**config.mk**
```make
export PLATFORM = sky130hd
export DESIGN_NAME = decode_stage
export DESIGN_NICKNAME = d
export VERILOG_FILES = /design/src/rtl/decode_pkg.sv /design/src/rtl/decode_fields.sv /design/src/rtl/decode_stage.sv
export SDC_FILE = /design/constraint.sdc
export NUM_CORES = 1
export LEC_CHECK = 0
export CAP_MARGIN = 10
export CORE_ASPECT_RATIO = 1.75
export CORE_MARGIN = 8
export CORE_UTILIZATION = 45
export CTS_CLUSTER_DIAMETER = 40
export DETAILED_ROUTE_END_ITERATION = 8
export DONT_BUFFER_PORTS = 1
export PLACE_DENSITY = 0.67
export SLEW_MARGIN = 20
export SYNTH_ARGS = -nofsm -noshare
export SYNTH_HDL_FRONTEND = slang
export SYNTH_SLANG_ARGS = --single-unit
```
**constraint.sdc**
```tcl
create_clock -name clk -period 2.8 [get_ports clk]
set_input_delay 0.56 -clock clk [delete_from_list [all_inputs] [get_ports clk]]
set_output_delay 0.56 -clock clk [all_outputs]
set_load 0.02 [all_outputs]
```
**src/rtl/decode_pkg.sv**
```systemverilog
// Shared opcode constants, instruction format tags and the decoded bundle for the decode stage.
// Datapath fields are MAX_XLEN wide so one struct serves both RV32 and RV64 builds.
package decode_pkg;

  localparam int MAX_XLEN = 64;

  localparam logic [6:0] OP       = 7'b0110011;
  localparam logic [6:0] OP_IMM   = 7'b0010011;
  localparam logic [6:0] JALR     = 7'b1100111;
  localparam logic [6:0] LOAD     = 7'b0000011;
  localparam logic [6:0] STORE    = 7'b0100011;
  localparam logic [6:0] BRANCH   = 7'b1100011;
  localparam logic [6:0] LUI      = 7'b0110111;
  localparam logic [6:0] AUIPC    = 7'b0010111;
  localparam logic [6:0] JAL      = 7'b1101111;
  localparam logic [6:0] MISC_MEM = 7'b0001111;
  localparam logic [6:0] SYSTEM   = 7'b1110011;

  typedef enum logic [2:0] {
    FMT_R, FMT_I, FMT_S, FMT_B, FMT_U, FMT_J, FMT_NONE
  } fmt_e;

  typedef struct packed {
    logic [MAX_XLEN-1:0] pc;
    logic [6:0]          opcode;
    logic [4:0]          rd;
    logic [4:0]          rs1;
    logic [4:0]          rs2;
    logic [2:0]          funct3;
    logic [6:0]          funct7;
    logic [MAX_XLEN-1:0] imm;
    fmt_e                fmt;
    logic                illegal;
    logic                muldiv;
  } decoded_t;

endpackage

```
**src/rtl/decode_fields.sv**
```systemverilog
// Combinational RV32I/RV64I field decoder: raw instruction word to decoded bundle.
// Define DECODE_RV32M_EN to accept the M-extension OP encodings (funct7 = 0000001).
module decode_fields
  import decode_pkg::*;
#(
  parameter int XLEN = 32
) (
  input  logic [31:0]     instr,
  input  logic [XLEN-1:0] pc,
  output decoded_t        dec
);

  logic [6:0]          opcode;
  logic [2:0]          funct3;
  logic [6:0]          funct7;
  logic [MAX_XLEN-1:0] imm_i, imm_s, imm_b, imm_u, imm_j;
  logic [MAX_XLEN-1:0] imm;
  logic                legal, rd_en, rs1_en, rs2_en, f7_en, muldiv;
  fmt_e                fmt;

  assign opcode = instr[6:0];
  assign funct3 = instr[14:12];
  assign funct7 = instr[31:25];

  assign imm_i = {{52{instr[31]}}, instr[31:20]};
  assign imm_s = {{52{instr[31]}}, instr[31:25], instr[11:7]};
  assign imm_b = {{51{instr[31]}}, instr[31], instr[7], instr[30:25], instr[11:8], 1'b0};
  assign imm_u = {{32{instr[31]}}, instr[31:12], 12'b0};
  assign imm_j = {{43{instr[31]}}, instr[31], instr[19:12], instr[20], instr[30:21], 1'b0};

  always_comb begin
    legal  = 1'b1;
    rd_en  = 1'b0;
    rs1_en = 1'b0;
    rs2_en = 1'b0;
    f7_en  = 1'b0;
    muldiv = 1'b0;
    fmt    = FMT_NONE;
    imm    = '0;
    dec    = '0;
    case (opcode)
      OP: begin
        fmt = FMT_R; rd_en = 1'b1; rs1_en = 1'b1; rs2_en = 1'b1; f7_en = 1'b1;
        legal = (funct7 == 7'h00) ||
                (funct7 == 7'h20 && (funct3 == 3'b000 || funct3 == 3'b101));
`ifdef DECODE_RV32M_EN
        if (funct7 == 7'h01) begin
          legal  = 1'b1;
          muldiv = 1'b1;
        end
`endif
      end
      OP_IMM: begin
        fmt = FMT_I; rd_en = 1'b1; rs1_en = 1'b1; imm = imm_i;
        // RV64 shifts carry a 6-bit shamt, so only funct6 constrains the encoding
        if (funct3 == 3'b001)
          legal = (XLEN == 64) ? (instr[31:26] == 6'h00) : (funct7 == 7'h00);
        else if (funct3 == 3'b101)
          legal = (XLEN == 64) ? (instr[31:26] == 6'h00 || instr[31:26] == 6'h10)
                               : (funct7 == 7'h00 || funct7 == 7'h20);
      end
      JALR: begin
        fmt = FMT_I; rd_en = 1'b1; rs1_en = 1'b1; imm = imm_i;
        legal = (funct3 == 3'b000);
      end
      LOAD: begin
        fmt = FMT_I; rd_en = 1'b1; rs1_en = 1'b1; imm = imm_i;
        legal = (funct3 != 3'b111) &&
                !(XLEN == 32 && (funct3 == 3'b011 || funct3 == 3'b110));
      end
      STORE: begin
        fmt = FMT_S; rs1_en = 1'b1; rs2_en = 1'b1; imm = imm_s;
        legal = (funct3 <= ((XLEN == 64) ? 3'd3 : 3'd2));
      end
      BRANCH: begin
        fmt = FMT_B; rs1_en = 1'b1; rs2_en = 1'b1; imm = imm_b;
        legal = !(funct3 == 3'b010 || funct3 == 3'b011);
      end
      LUI, AUIPC: begin
        fmt = FMT_U; rd_en = 1'b1; imm = imm_u;
      end
      JAL: begin
        fmt = FMT_J; rd_en = 1'b1; imm = imm_j;
      end
      MISC_MEM: fmt = FMT_NONE;
      SYSTEM: begin
        fmt = FMT_I; rd_en = 1'b1; rs1_en = 1'b1; imm = imm_i;
      end
      default: legal = 1'b0;
    endcase
    if (instr[1:0] != 2'b11)
      legal = 1'b0;

    // Illegal words keep only their PC so the trap handler can report it
    if (legal) begin
      dec.opcode = opcode;
      dec.rd     = rd_en  ? instr[11:7]  : 5'd0;
      dec.rs1    = rs1_en ? instr[19:15] : 5'd0;
      dec.rs2    = rs2_en ? instr[24:20] : 5'd0;
      dec.funct3 = (fmt == FMT_U || fmt == FMT_J) ? 3'd0 : funct3;
      dec.funct7 = f7_en ? funct7 : 7'd0;
      dec.imm    = imm;
      dec.fmt    = fmt;
      dec.muldiv = muldiv;
    end
    dec.pc      = MAX_XLEN'(pc);
    dec.illegal = !legal;
  end

endmodule

```
**src/rtl/decode_stage.sv**
```systemverilog
// Registered decode stage with valid/ready handshake, optional skid entry and flush.
// Field decoding lives in decode_fields; DECODE_RV32M_EN is honoured there.
module decode_stage
  import decode_pkg::*;
#(
  parameter int XLEN    = 32,
  parameter bit SKID_EN = 1'b1
) (
  input  logic            clk,
  input  logic            reset,
  input  logic            flush,
  input  logic            in_valid,
  output logic            in_ready,
  input  logic [31:0]     in_instr,
  input  logic [XLEN-1:0] in_pc,
  output logic            out_valid,
  input  logic            out_ready,
  output logic [XLEN-1:0] out_pc,
  output logic [6:0]      out_opcode,
  output logic [4:0]      out_rd,
  output logic [4:0]      out_rs1,
  output logic [4:0]      out_rs2,
  output logic [2:0]      out_funct3,
  output logic [6:0]      out_funct7,
  output logic [XLEN-1:0] out_imm,
  output fmt_e            out_fmt,
  output logic            out_illegal,
  output logic            out_muldiv
);

  decoded_t dec, out_q, skid_q;
  logic     out_valid_q, skid_valid_q, out_free, in_xfer;

  decode_fields #(.XLEN(XLEN)) u_fields (
    .instr (in_instr),
    .pc    (in_pc),
    .dec   (dec)
  );

  assign out_free = !out_valid_q || out_ready;
  assign in_ready = !reset && (SKID_EN ? !skid_valid_q : out_free);
  assign in_xfer  = in_valid && in_ready;

  // A free output register drains the skid first so program order holds
  always_ff @(posedge clk) begin
    if (reset) begin
      out_q        <= '0;
      skid_q       <= '0;
      out_valid_q  <= 1'b0;
      skid_valid_q <= 1'b0;
    end else if (flush) begin
      out_valid_q  <= 1'b0;
      skid_valid_q <= 1'b0;
    end else if (out_free) begin
      if (SKID_EN && skid_valid_q) begin
        out_q        <= skid_q;
        out_valid_q  <= 1'b1;
        skid_valid_q <= 1'b0;
      end else begin
        out_valid_q <= in_xfer;
        if (in_xfer)
          out_q <= dec;
      end
    end else if (SKID_EN && in_xfer) begin
      skid_q       <= dec;
      skid_valid_q <= 1'b1;
    end
  end

  assign out_valid   = out_valid_q;
  assign out_pc      = out_q.pc[XLEN-1:0];
  assign out_opcode  = out_q.opcode;
  assign out_rd      = out_q.rd;
  assign out_rs1     = out_q.rs1;
  assign out_rs2     = out_q.rs2;
  assign out_funct3  = out_q.funct3;
  assign out_funct7  = out_q.funct7;
  assign out_imm     = out_q.imm[XLEN-1:0];
  assign out_fmt     = out_q.fmt;
  assign out_illegal = out_q.illegal;
  assign out_muldiv  = out_q.muldiv;

  if (XLEN < MAX_XLEN) begin : g_narrow
    logic unused_hi;
    assign unused_hi = ^{out_q.pc[MAX_XLEN-1:XLEN], out_q.imm[MAX_XLEN-1:XLEN]};
  end

endmodule
```
Word-level counts from Yosys, hierarchy flattened:

Index checks and enable logic that the tools add are counted.

* multipliers: 0
* muxes and demuxes: 19
* reductions and logical operators: 30
* order comparisons: 1
* shift-type cells: 0
* add/sub/neg operators: 0
* bitwise logic cells: 2
* eq/ne operators: 21
* div/mod/pow operators: 0

Operators with widths (count)
* $pmux W64 S5: 1
* $mux W133: 2
* $mux W99: 1
* $eq A7 B6 Y1 const B: 4
* $eq A7 B7 Y1 const B: 4
* $pmux W3 S6: 1
* $mux W5: 3
* $eq A7 B5 Y1 const B: 2
* $eq A3 B3 Y1 const B: 4
* $mux W1: 8
* $reduce_or A8 Y1: 1
* $eq A7 B2 Y1 const B: 1
* $eq A7 B4 Y1 const B: 1
* $logic_not A7 Y1: 1
* $logic_or A1 B1 Y1: 7
* $mux W7: 1
* $pmux W1 S7: 1
* $reduce_or A7 Y1: 1
* $eq A3 B2 Y1 const B: 2
* $logic_not A1 Y1: 6
* $reduce_and A3 Y1: 2
* $reduce_or A3 Y1: 2
* $reduce_or A5 Y1: 1
* $logic_and A1 B1 Y1: 4
* other kinds (10): 12

* memory bits (writable): 0
* memories: 0
* memory bits (read-only): 0
* bits in latches: 0
* input bits: 69
* register bits after elaboration: 235

Longest topological paths before layout:

* depth in word-level cells: 9
* depth in mapped cells: 9

By module:

From an unflattened synthesis, not the netlist that was laid out.

* cells, all modules: 1324
* area total of the unflattened synthesis: 11437.2 sq um

By module, submodules not included
* decode_stage: instances 1, area an instance 9472.8 sq um, cells an instance 1024, seq. area each 4083.9 sq um
* decode_fields: instances 1, area an instance 1964.4 sq um, cells an instance 300, seq. area each 0.0 sq um

Worst setup path after synthesis:

Ideal clock, no wire load.

* path kind: input port to flip-flop
* from: input in_instr[2]
* to: register out_q, in the netlist out_funct7[5]
* arrival: 2.113 ns
* stages: 8
* setup time: 0.116 ns
* required time: 2.684 ns
* path slack: 0.571 ns
* path buffers: 3
* path through: buf_2 and3b_1 a22o_1 o21a_1 buf_4 o41ai_4 buf_6 nor2_1

* cells in the longest elaborated chain, start to end: 7

Ends and longest elaborated chain
* start, declared: RTL line decode_stage.sv:14 `input logic [31:0] in_instr,`
* $eq A7 B4 Y1 (tied with other cells): RTL line decode_fields.sv:41 `case (opcode)`
* $reduce_or A5 Y1 (no source line)
* $pmux W1 S7: RTL line decode_fields.sv:41
* $mux W1: RTL line decode_fields.sv:91 `if (instr[1:0] != 2'b11)`
* $mux W99 (*): RTL line decode_fields.sv:95 `if (legal) begin`
* $mux W133 (*): RTL line decode_stage.sv:61 `if (in_xfer)`
* $mux W133 (*): RTL line decode_stage.sv:55 `if (SKID_EN && skid_valid_q) begin`
* end signal, assigned: RTL line decode_stage.sv:56 `out_q <= skid_q;`
* end, declared: RTL line decode_stage.sv:31 `decoded_t dec, out_q, skid_q;`

Every way passes the cells marked *; elsewhere a longest branch is shown, timed or not. The select of a mux whose other input is x is not followed.
A chain may end at the register's enable or synchronous reset.

Final worst setup path:

* from: register skid_valid_q
* to: output in_ready

* cells in the longest elaborated chain, start to end: 2

Ends and longest elaborated chain
* start, declared: RTL line decode_stage.sv:32 `logic out_valid_q, skid_valid_q, out_free, in_xfer;`
* start signal, assigned: RTL line decode_stage.sv:50 `skid_valid_q <= 1'b0;`
* start signal, assigned: RTL line decode_stage.sv:53 `skid_valid_q <= 1'b0;`
* start signal, assigned: RTL line decode_stage.sv:58 `skid_valid_q <= 1'b0;`
* $logic_not A1 Y1: RTL line decode_stage.sv:41 `assign in_ready = !reset && (SKID_EN ? !skid_valid_q : out_free);`
* $logic_and A1 B1 Y1: RTL line decode_stage.sv:41
* end, declared: RTL line decode_stage.sv:13 `output logic in_ready,`

No other way between the ends.

==> flow_metrics.py <==
metrics = {
    "timing": {
        "report.final.slew_viol_count": 0,
        "worstMarginPinSlew_ns": 1.047,
        "fin_ws_ns": 0.3887,
        "finalClockSkew_ns": 0.01002,
        "setup-tns-final_ns": 0,
        "finalHoldViolCount": 0,
        "fin_crit_sh_pct": 86.12,
        "fmax_mhz": 414.7,
        "maxSlewHeadroom_pct": 29.58,
        "holdWs_ns": 0.1297,
        "finalSetupViolations": 0,
        "rsz0062_at_grt": "no",
        "fin_crit_ns": 2.411,
    },
    "logic_synthesis": {
        "synth_top_area_cell": "dfxtp_1",
        "synth_area_um2": 8650,
        "synthesis.nets": 1061,
        "syn_inst": 992,
        "synth_most_common_cell": "dfxtp_1",
        "synth_area_leaders": "dfxtp_1, a21oi_1, nand2_1",
        "yosysSeqAreaShare_pct": 46.75,
        "yosys_warnings": 0,
        "synthTopCellsByCount": "dfxtp_1, nand2_1, a21oi_1",
        "ys_types": 65,
        "synth_area_per_cell_um2": 8.719,
        "async_flop_share_pct": 0,
        "synth_top_area_share_pct": 46.75,
        "synth_edf_count": 0,
        "yosys_register_bits": 202,
        "synth_ff_type": "dfxtp_1",
    },
    "placed_design": {
        "postPlaceCellArea_um2": 8811,
        "place.detailed.hpwl_mm": 16.68,
        "place_inst": 1159,
        "gp_congestion": 0.9480,
        "portBuffers": 0,
        "place_ws_ns": 0.2336,
    },
    "floorplan": {
        "core_um2": 19030,
        "die_w_um": 120.8,
        "fp.dieArea_um2": 24090,
        "rows": 67,
        "die_y_um": 199.4,
        "start_util_pct": 45.45,
        "num_io_pins": 172,
    },
    "global_routing": {
        "grtUsageTotal_pct": 19.61,
        "grt_max_degree": 162,
        "overflow": 0,
        "grt_pass1_vias": 6684,
        "antenna_found_initial": 0,
        "grt_pass1_wl_mm": 38.20,
    },
    "worst_setup_path": {
        "crit_type": "flop to output pin",
        "cp_max_fo": 34,
        "cp-start-kind": "flop",
        "rrSetupSlack_ns": 0.47,
        "regToRegEndpoint": "out_imm[3]",
        "reg2reg_depth": 6,
        "startpoint": "skid_valid_q",
        "crit_end": "in_ready",
        "cp.arrival_ns": 1.85,
        "timing.rr.start": "out_valid",
        "required_ns": 2.24,
        "critical_path.endpoint_type": "output pin",
    },
    "power": {
        "power_switching_w": 0.001470,
        "pwr-share-comb_pct": 4.6,
        "switching_share_pct": 23.59,
        "clock_power_share_pct": 46.9,
        "leakagePower_nw": 3.234,
        "vdd_drop_max_mv": 0.5674,
        "pwr_density_cell_nw_per_um2": 652.9,
        "p_int_w": 0.004761,
        "seqPwrFrac_pct": 48.5,
    },
    "drt": {
        "wl_per_cell_um": 20.78,
        "route.detailed.drc": 0,
        "drt-initial-drc-count": 566,
        "wl_mm": 24.86,
        "ant_nets": 0,
        "post_drt_via_cell_ratio": 6.067,
        "first_pass_iters": 5,
        "num_vias": 7256,
    },
    "clock_network": {
        "path_clk_slew_ns": 0.06,
        "cts_made_buffers": 23,
        "clk_path_buf_depth": 3,
        "postCtsSetupRepairBufs": 0,
        "root_buffer": "clkbuf_16",
        "cts_resized": 0,
        "h-tree-depth": 1,
        "cts_tree": "built",
        "cts.sink_count": 202,
        "clock_latency_ns": 0.49,
        "cts_hold_buf": 0,
    },
    "layout": {
        "stdcell_count": 1196,
        "fin_nets": 1013,
        "fin_area_um2": 9543,
        "drive_above_1_share_pct": 7.749,
        "n_antenna_cell": 0,
        "area_growth_pct": 10.33,
    },
    "job": {
        "cap_violations": 0,
    },
    "status": {
        "status": "complete, no violations",
    },
    "hold_path": {
        "min_path_type": "input port to flop",
    },
}
-- final cells by class --
class / count / area, um2
flip-flops and latches: 202 / 4048
multi-input cells: 682 / 4183
inverters: 7 / 26.28
repair buffers: 28 / 260.3
fillers: 1825 / 9487
clock inverters: 8 / 120.1
well taps: 241 / 301.5
clock buffers: 28 / 604.3
-- cells in the final DEF, fill, tap and decap left out, types with 9 or more instances in the layout --
cell / instances
dfxtp_1: 201
nand2_1: 110
a21oi_1: 107
nor2_1: 69
o21ai_0: 56
and3_1: 40
a211oi_1: 39
mux2i_1: 37
a32o_1: 24
buf_4: 24
clkbuf_16: 23
o22ai_1: 22
o2111ai_1: 20
and2_1: 17
a22o_1: 10
nand3_1: 9
nor4_1: 9
-- worst min-delay path by stage --
stage | cells past startpoint | to | slack, ns | start
after floorplan | 2 | skid_q[25] | 0.42 | skid_q[25]
after global routing | 1 | out_valid | 0.11 | flush
final | 1 | skid_valid_q | 0.13 | flush
after global placement | 2 | skid_q[33] | 0.43 | skid_q[33]
after CTS | 1 | skid_valid_q | 0.11 | flush
after detailed placement | 2 | skid_q[35] | 0.44 | skid_q[35]
-- cells by family after synthesis --
kind of cell,share of synthesized area [%]
XOR/XNOR,0.3038
buffers and inverters,5.193
AND/OR/NAND/NOR,16.04
other,0.04335
AO/OA/AOI/OAI,27.38
flip-flops,46.75
multiplexers,4.282
-- layer usage --
| metal | part of all wire, % | GRT usage, % |
|---|---|---|
| met1 | 38 | 22.16 |
| met2 | 51 | 34.67 |
| met3 | 7.6 | 4.668 |
| met4 | 3.2 | 7.674 |
| met5 | 0 | 0 |
-- registers in the layout, summed over array words and instances, names as in the netlist --
signal and count:
skid_q 100, out_imm 32, out_pc 32, out_funct7 7
out_opcode 7, out_rd 5, out_rs1 5, out_rs2 5
out_fmt 3, out_funct3 3, out_illegal 1, out_valid 1
skid_valid_q 1
-- metrics by stage --
stage / util (%) / power (W)
finish: 50.15 / 0.006231
global route: 50.15 / 0.006454
CTS: 50.11 / 0.006302
detailed placement: 46.30 / 0.003373
global placement: 46.30 / 0.003370
floorplan: - / 0.003319
-- worst max-delay path, cell delays in order, from the launching register on --
cell and delay (ns):
dfxtp_4 0.55, buf_4 0.51, nor2_1 0.24
-- power by group through the flow --
| stage | Clock [W] | Combinational, W | Sequential [W] |
|---|---|---|---|
| 5_1_grt | 0.00311 | 0.000317 | 0.00303 |
| 3_3_place_gp | 0 | 0.000283 | 0.00309 |
| 4_1_cts | 0.00299 | 0.000287 | 0.00302 |
| 3_5_place_dp | 0 | 0.000285 | 0.00309 |
| 2_1_floorplan | 0 | 0.000251 | 0.00307 |
| 6_report | 0.00292 | 0.000288 | 0.00302 |
(Power assumes the default switching activity.)
